## src/rtl/fetch_sequencer.sv

```systemverilog
// Instruction fetch sequencer: PC, IF/ID register, JR/JAL/branch redirects and single-shot EXEC.
// Optional flush-cycle counter is built when FETCH_FLUSH_CNT_EN is defined.
module fetch_sequencer (
    input  logic        clk,
    input  logic        rst,
    input  logic        Stall,
    input  logic        BranchTaken,
    input  logic        Jal,
    input  logic        Jr,
    input  logic        Exec,
    input  logic [11:0] Imm,
    input  logic [15:0] RegTarget,
    input  logic [15:0] ExecAddr,
    input  logic [15:0] ImemData,
    output logic [15:0] ImemAddr,
    output logic [15:0] Instr,
    output logic        InstrValid,
    output logic [15:0] PCPlus1,
    output logic        ExecActive,
    output logic [15:0] FlushCount
);

    typedef enum logic [1:0] {RUN, EXEC_FETCH, EXEC_RET} state_t;

    state_t      state;
    state_t      state_next;
    logic [15:0] pc;
    logic [15:0] pc_next;
    logic [15:0] id_pc;
    logic [15:0] ret_pc;
    logic [15:0] ret_pc_next;
    logic [15:0] instr_next;
    logic [15:0] seq_pc;
    logic [15:0] br_target;
    logic [15:0] jal_target;
    logic        valid_next;
    logic        exec_active_next;
    logic        redirect;

    always_comb begin
        seq_pc           = id_pc + 16'd1;
        br_target        = seq_pc + {{8{Imm[7]}}, Imm[7:0]};
        jal_target       = seq_pc + {{4{Imm[11]}}, Imm};
        pc_next          = pc + 16'd1;
        instr_next       = ImemData;
        valid_next       = 1'b1;
        exec_active_next = ExecActive;
        ret_pc_next      = ret_pc;
        state_next       = state;
        redirect         = 1'b0;

        case (state)
            EXEC_FETCH: begin
                pc_next          = ret_pc;
                exec_active_next = 1'b1;
                state_next       = EXEC_RET;
            end
            EXEC_RET: begin
                exec_active_next = 1'b0;
                state_next       = RUN;
            end
            default: ;
        endcase

        // A control transfer from the EXEC'd instruction overrides the pending return.
        if (InstrValid) begin
            if (Jr || Jal || BranchTaken) begin
                redirect         = 1'b1;
                pc_next          = Jr ? RegTarget : (Jal ? jal_target : br_target);
                exec_active_next = 1'b0;
                state_next       = RUN;
            end else if (Exec && !ExecActive) begin
                redirect    = 1'b1;
                pc_next     = ExecAddr;
                ret_pc_next = seq_pc;
                state_next  = EXEC_FETCH;
            end
        end

        if (redirect) begin
            instr_next = '0;
            valid_next = 1'b0;
        end
    end

    always_ff @(posedge clk or posedge rst) begin
        if (rst) begin
            state      <= RUN;
            pc         <= '0;
            id_pc      <= '0;
            ret_pc     <= '0;
            Instr      <= '0;
            InstrValid <= 1'b0;
            ExecActive <= 1'b0;
        end else if (!Stall) begin
            state      <= state_next;
            pc         <= pc_next;
            id_pc      <= pc;
            ret_pc     <= ret_pc_next;
            Instr      <= instr_next;
            InstrValid <= valid_next;
            ExecActive <= exec_active_next;
        end
    end

    assign ImemAddr = pc;
    assign PCPlus1  = seq_pc;

`ifdef FETCH_FLUSH_CNT_EN
    logic [15:0] flush_count;

    always_ff @(posedge clk or posedge rst) begin
        if (rst) begin
            flush_count <= '0;
        end else if (!Stall && redirect && (flush_count != '1)) begin
            flush_count <= flush_count + 16'd1;
        end
    end

    assign FlushCount = flush_count;
`else
    assign FlushCount = '0;
`endif

endmodule

```

## config.mk

```make
export PLATFORM = sky130hd
export DESIGN_NAME = fetch_sequencer
export DESIGN_NICKNAME = d
export VERILOG_FILES = /design/src/rtl/fetch_sequencer.sv
export SDC_FILE = /design/constraint.sdc
export NUM_CORES = 1
export LEC_CHECK = 0
export BUFFER_PORTS_ARGS = -buffer_cell sky130_fd_sc_hd__buf_4
export CAP_MARGIN = 20
export CORE_ASPECT_RATIO = 1.25
export CORE_MARGIN = 5
export CORE_UTILIZATION = 40
export CTS_CLUSTER_DIAMETER = 150
export DETAILED_ROUTE_END_ITERATION = 8
export MAX_ROUTING_LAYER = met4
export PLACE_DENSITY = 0.66
export RECOVER_POWER = 50
export REMOVE_ABC_BUFFERS = 1
export SKIP_LAST_GASP = 1
export SYNTH_ARGS = -nofsm -noshare
export SYNTH_HDL_FRONTEND = slang
export SYNTH_SLANG_ARGS = --single-unit
```

## constraint.sdc

```tcl
create_clock -name clk -period 2.65 [get_ports clk]
set_clock_uncertainty 0.05 [all_clocks]
set_input_delay 0.265 -clock clk [delete_from_list [all_inputs] [get_ports clk]]
set_output_delay 0.265 -clock clk [all_outputs]
set_load 0.005 [all_outputs]
```

==> results of run 1 <==
layout make-up:
class / instances / area share
Timing Repair Buffer: 224 / 0.2251
Inverter: 21 / 0.01045
Multi-Input combinational cell: 461 / 0.4686
Clock buffer: 11 / 0.03351
Sequential cell: 68 / 0.2266
Clock inverter: 5 / 0.007797
Tap cell: 168 / 0.02787
timing repair:
action,4_1_cts,5_1_grt
buffers inserted,17,8
pin swaps,44,34
setup endpoints to repair,10,14
hold endpoints to repair,0,0
gates resized for setup,50,39
routing by layer:
layer,up-vias,global-route usage,routed length (um)
li1,2464,-,-
met1,2577,0.3073,7564
met2,239,0.4098,9477
met3,60,0.03715,1245
met4,0,0.1068,684
met5,-,-,0
cells in the final DEF (no fill, tap or decap), types with 7 or more instances in the layout:
cell type  count
a21oi_1       21
and3_1         7
buf_4        203
buf_6         12
clkbuf_1       7
clkbuf_16      9
conb_1        16
dfrtp_1       62
ha_1          14
inv_1         19
mux2_2        28
nand2_1       81
nand2b_1       8
nand3_1        9
nor2_1        31
nor3_1         7
o21ai_0       56
o21ai_2        7
xnor2_1       15
xor2_1        13
Yosys cell counts (all sizes together), types with 5 or more instances:
cell,count,area share
a211oi,6,0.011
a21oi,26,0.026
a221oi,8,0.014
a22oi,5,0.0073
a31oi,5,0.0061
and3,7,0.0085
buf,22,0.029
clkbuf,23,0.017
dfrtp,68,0.33
ha,20,0.049
inv,19,0.014
mux2,28,0.062
nand2,83,0.061
nand2b,8,0.0098
nand3,13,0.016
nand4,6,0.011
nor2,33,0.024
nor3,10,0.012
nor4,6,0.014
o211ai,6,0.0088
o21a,5,0.0073
o21ai,66,0.065
xnor2,23,0.044
xor2,16,0.029
kinds of logic after synthesis:
group,Yosys count
fa+ha+maj,21
buf+inv,66
simple gates,189
mux,31
xor+xnor,43
compound gates,161
other cells,1
flops,68
flip-flops by register name, indices dropped and copies added, names as in the netlist:
signal,cells
state,2
ImemAddr,16
id_pc,16
ExecActive,1
Instr,16
ret_pc,16
InstrValid,1
worst max-delay path: stages (launching register included):
cell,delay [ns]
dfrtp_2,0.48
ha_4,0.21
nand3_2,0.10
xnor2_2,0.15
ha_1,0.32
buf_4,0.12
o211ai_1,0.12
o21ai_2,0.22
buf_4,0.16
o31ai_1,0.07
or3_1,0.40
nor2b_4,0.16
o41ai_2,0.21
a22oi_1,0.12
where the power goes:
group | switching (W) | internal (W) | leakage, nW | total [W]
logic | 0.00191 | 0.00212 | 2.50 | 0.00403
clock network | 0.000480 | 0.000781 | 0.148 | 0.00126
registers | 0.000380 | 0.00138 | 0.849 | 0.00176
worst max-delay path by stage:
stage | end | cells after the start
after floorplan | ImemAddr[15] | 11
after global placement | ImemAddr[10] | 11
after detailed placement | ImemAddr[15] | 11
after CTS | ImemAddr[14] | 12
after global routing | ImemAddr[15] | 13
final | ImemAddr[10] | 13
stage by stage:
step | utilization | setup TNS, ns | total power [W] | cells
2_1_floorplan | - | -1.477 | 0.003436 | 550
3_3_place_gp | 0.5287 | -2.369 | 0.004981 | 918
3_5_place_dp | 0.5287 | -3.469 | 0.005055 | 918
4_1_cts | 0.5783 | -1.541 | 0.006695 | 950
5_1_grt | 0.5984 | -3.417 | 0.007439 | 958
6_report | 0.5984 | -2.093 | 0.007044 | 958
==> results.ini, run 1 <==
[clock_tree]
cts_tree=done
cts-root-buf=clkbuf_16
cts_hold_buf=0
ctsHtreeMaxLevel=3
cts_made_buffers=9
path_clk_slew_ns=0.06
clock_latency_ns=0.34
clock_sinks=68
cts_buffer_depth=2

[floorplan]
die_w_um=111.2
die_area_um2=15190
dieHeight_um=136.6
start_util=0.4066
ios=133
placeableCoreArea_um2=12600
rows=46

[setup_path]
start_kind=flop
crit_required_ns=2.81
path_class=flop to flop
r2r_start=id_pc[0]
critPathCaptureType=flop
worstPathArrival_ns=3.18
ff2ff_setup_slack_ns=-0.38
startpoint=id_pc[0]
r2r_cells=13
cp_max_fo=5
regToRegEndpoint=ImemAddr[10]

[grt]
grt_pass1_vias=5363
antenna_found_initial=0
grt_first_pass_wirelength_um=28860
grt_overflow_total=0
grt_usage=0.2489
grt_max_degree=69

[cells_and_area]
drive_gt1_frac=0.4266
seq_area_um2=1709
fin_area_um2=7542
antenna_cells=0
nets=873
fill_cells=1061
multiInputGateArea_um2=3535
area.growth.synth_to_final_pct=47.17

[status]
status=finished, violations left
violations=max-capacitance violations, max-slew violations, negative setup slack

[sta]
whs_ns=0.1243
worst_pin_slew_ns=1.787
hold_violations=0
rsz0062_at_grt=true
maxSlewHeadroom=-0.1914
fmax_ghz=0.3304
timing.final.crit_share=1.142
setup_viol=10
drv_slew=69
setup_ws_ns=-0.3766
min_period_ns=3.027

[routing]
vias=5340
antenna_left=0
dr.pass1.iters=5
vias_per_cell=5.574
drt_wl_total_um=18970
drt_iter0_drc=474
wl_per_cell_um=19.80
drc_errors=0

[synth]
netlist_area_um2=5125
yosys_warnings=0
ys_ff_latch=68
muxShareOfSynthArea=0.06738
yosys.area_share.adder=0.05273
yosys.area_share.simple=0.1899
synth_cell_types=75
ys_async_sr_fraction=1.000
synth_compound_area_frac=0.2053
avgSynthCellArea_um2=8.836
synth_top_family_by_area=compound AO/OA/AOI/OAI gates
synth-edff-count=0
synth-xor-area-share=0.09106
synth_cells=580
synthFlopType=dfrtp_1
ys_seq_area_frac=0.3320

[placement]
port_buffers=116
place_area_um2=6664
dp.final_hpwl_um=13530
place_ws_ns=-0.4947
place_congestion=0.9573

[min_path]
hold_start=ImemData[2]
min_path_cells=3
min_path_type=primary input to flop
min_to=Instr[2]

[power_and_ir_drop]
p_leak_nw=3.502
ir_drop_mv=0.4385
p_per_area_nw_per_um2=934.0

[flow_run]
drv_cap=1

No activity file was read; power rests on OpenSTA's default activity.
==> inputs of run 2 (changes only) <==
--- a/config.mk
+++ b/config.mk
@@ -5,6 +5,7 @@
 export SDC_FILE = /design/constraint.sdc
 export NUM_CORES = 1
 export LEC_CHECK = 0
+export ABC_AREA = 1
 export BUFFER_PORTS_ARGS = -buffer_cell sky130_fd_sc_hd__buf_4
 export CAP_MARGIN = 20
 export CORE_ASPECT_RATIO = 1.25
==> run 2 against run 1 <==
The flow finishes with violations (negative setup slack). Worst hold slack lost 0.017 ns. Wire length shrank 12%. First-iteration DRC count shrank 12%. Flip-flop and latch count is the same. Critical endpoint unchanged. Largest cell class unchanged. Largest power group unchanged.
==> results.ini, run 2 <==
[power_and_ir_drop]
pwr-share-comb=0.502  ; -0.070
p_sw_frac=0.4087  ; +0.01564
p_int_w=0.003271  ; -23%
power_frac_seq=0.300  ; +0.051
clockPowerShare=0.198  ; +0.019
switchingPower_w=0.002261  ; -18%
p_leak_nw=3.558  ; +1.6%
p_per_area_nw_per_um2=799.8  ; -14%
ir_drop_mv=0.3541  ; -19%

[synth]
synth_top_cell_by_area=dfrtp_1
ys_seq_area_frac=0.3342  ; +0.002121
ys_async_sr_fraction=1.000  ; unchanged
synth-edff-count=0  ; unchanged
synth_top_area_frac=0.3342  ; +0.002121
synth_cell_types=50  ; -33%
avgSynthCellArea_um2=6.976  ; -21%
yosys_warnings=0  ; unchanged
synthTopCellsByArea=dfrtp_1 (33%), nand2_1 (15%), nand3_1 (6.9%), ha_1 (4.9%), o21ai_0 (4.9%)
synth.most_common_cell=nand2_1
synth_cells=730  ; +26%
synthFlopType=dfrtp_1
ys_ff_latch=68  ; unchanged
netlist_area_um2=5092  ; -0.63%
synthTopCellsByCount=nand2_1 (199), nand3_1 (70), dfrtp_1 (68)

[floorplan]
rows=46  ; unchanged
placeableCoreArea_um2=12600  ; unchanged
die_area_um2=15100  ; -0.58%
ios=133  ; unchanged
start_util=0.4040  ; -0.002581
dieHeight_um=136.2  ; -0.29%
die_w_um=110.9  ; -0.29%

[sta]
timing.final.crit_share=1.009  ; -0.1328
setup_ws_ns=-0.02475  ; +0.3518 ns
setup_viol=3  ; -7
maxSlewHeadroom=0.2772  ; +0.4686
rsz0062_at_grt=true
hold_violations=0  ; unchanged
min_period_ns=2.675  ; -0.3518 ns
drv_slew=0  ; -100%
fmax_ghz=0.3739  ; +13%
worst_pin_slew_ns=1.083  ; -0.7040 ns

[routing]
dr.pass1.iters=5  ; unchanged
drt_wl_total_um=16740  ; -12%
vias_per_cell=5.113  ; -8.3%
drc_errors=0  ; unchanged
drt_iter0_drc=416  ; -12%
vias=5410  ; +1.3%
antenna_left=0  ; unchanged
wl_per_cell_um=15.82  ; -20%

[setup_path]
crit_chain=nand2_2, nor2_2, nand2_2, xor2_1, inv_2, ha_1, a21oi_2, o21ai_2, a21oi_2, inv_1, nand2_4, o21ai_4, nand2_1, nand2_1, nor2_1, o21ai_0, a22oi_1
crit_family=compound AO/OA/AOI/OAI gates
path_buf_inv=2  ; unchanged
cp_slowest_cell=dfrtp_1
start_kind=flop
crit_required_ns=2.84  ; +0.03 ns
worstPathArrival_ns=2.86  ; -0.32 ns
critPathCaptureType=flop
path_class=flop to flop
cp_slowest_stage_delay_ns=0.41  ; -0.07 ns
cp_max_fo=4  ; -1

[cells_and_area]
layout_common_cells=nand2_1 (193), buf_4 (162), nand3_1 (67)
drive_gt1_frac=0.2944  ; -0.1322
area.growth.synth_to_final_pct=35.85
nets=974  ; +12%
final_core_util=0.5488  ; -0.04953
final_common_cell=nand2_1
antenna_cells=0  ; unchanged

[clock_tree]
cts_buffer_depth=2  ; unchanged
clock_sinks=68  ; unchanged
clock_latency_ns=0.33  ; about the same
ctsHtreeMaxLevel=3  ; unchanged
cts-root-buf=clkbuf_16
path_clk_slew_ns=0.05  ; about the same
cts_made_buffers=9  ; unchanged
cts_tree=done

[placement]
dp.final_hpwl_um=12900  ; -4.6%
place_ws_ns=-0.07414  ; +0.4206 ns
place_congestion=0.9505  ; -0.71%
port_buffers=116  ; unchanged

[grt]
grt_usage=0.2267  ; -0.02226
grt_max_degree=68  ; -1.4%
grt_pass1_vias=5180  ; -3.4%
antenna_found_initial=0  ; unchanged
grt_overflow_total=0  ; unchanged
grt_first_pass_wirelength_um=26320  ; -8.8%

[status]
violations=negative setup slack
status=finished, violations left

[min_path]
min_path_type=primary input to flop

[flow_run]
drv_cap=0  ; -1

run 2: cell count changes in the layout (fill, tap and decap cells not counted), moves of 8 or more:
cell	change
inv_1	+45
nand2b_1	-8
nand2_1	+112
nor2_1	+18
a21oi_1	+10
xnor2_1	-11
nand3_1	+58
mux2_2	-25
buf_6	-10
nand2_2	+19
buf_4	-41
run 2: timing repair:
action                                  4_1_cts  5_1_grt
hold buffers                                  1        0
endpoints found under the setup margin        5       11
endpoints found under the hold margin        24        0
pin swaps                                     0        9
buffers inserted                              1        5
resized for setup                             4       33
run 2: path summary, 6_finish.rpt:
check,start,endpoint,slack (ns),cells past startpoint
worst max-delay path,id_pc[1],ImemAddr[10],-0.02,17
worst min-delay path,ImemData[15],Instr[15],0.11,3
worst max register to register,id_pc[1],ImemAddr[10],-0.02,17
worst min register to register,Instr[6],Instr[6],0.43,2
max in group asynchronous,rst,id_pc[6],1.01,4
min in group asynchronous,rst,Instr[11],0.72,3
run 2: cells by family after synthesis:
kind of cell,share of synthesized area
DFF,0.3342
adders and majority gates,0.05307
xor gates and xnor gates,0.04103
muxes,0.008599
other,0.0007364
and+or+nand+nor,0.3285
buffers and inverters,0.1022
AOI/OAI and AO/OA,0.1317
run 2: stage by stage:
step / std cells / instance area [um2] / hold slack, ns / TNS [ns] / total power (W)
finish: 1058 / 6918 / 0.1075 / -0.02808 / 0.005533
global route: 1058 / 6918 / 0.1165 / -1.250 / 0.005941
CTS: 1054 / 6734 / 0.09950 / -0.004260 / 0.005399
detailed placement: 1037 / 6420 / 0.3249 / -0.2815 / 0.004253
global placement: 1037 / 6420 / 0.3225 / -0.003182 / 0.004239
floorplan: 701 / 4918 / 0.3216 / -6.094 / 0.003073
run 2: power groups by stage:
stage                     logic (W)  registers, W  clock network (W)
after global routing        0.00309       0.00170            0.00115
after detailed placement    0.00260       0.00166                  0
after CTS                   0.00264       0.00164            0.00111
final                       0.00278       0.00166            0.00110
after floorplan             0.00147       0.00160                  0
after global placement      0.00258       0.00166                  0
run 2: layout make-up:
type,instances,area (um2)
timing repair buffer,174,1338
clock buffer,13,260.3
clock inverter,2,10.01
tap,168,210.2
inverter,76,290.3
fill,1226,5687
multi-input combinational,557,3105
sequential,68,1704
run 2: worst min-delay path: cells and delay by family:
family                 cells  cell delay (ns)
AND/OR/NAND/NOR            2             0.11
buffers and inverters      1             0.08
run 2: metal layers:
| layer | vias up | global-route usage | share of wire |
|---|---|---|---|
| li1 | 2674 | - | - |
| met2 | 204 | 0.3877 | 0.50 |
| met4 | 0 | 0.08898 | 0.030 |
| met5 | - | - | 0 |
| met3 | 37 | 0.02137 | 0.056 |
| met1 | 2495 | 0.2782 | 0.41 |
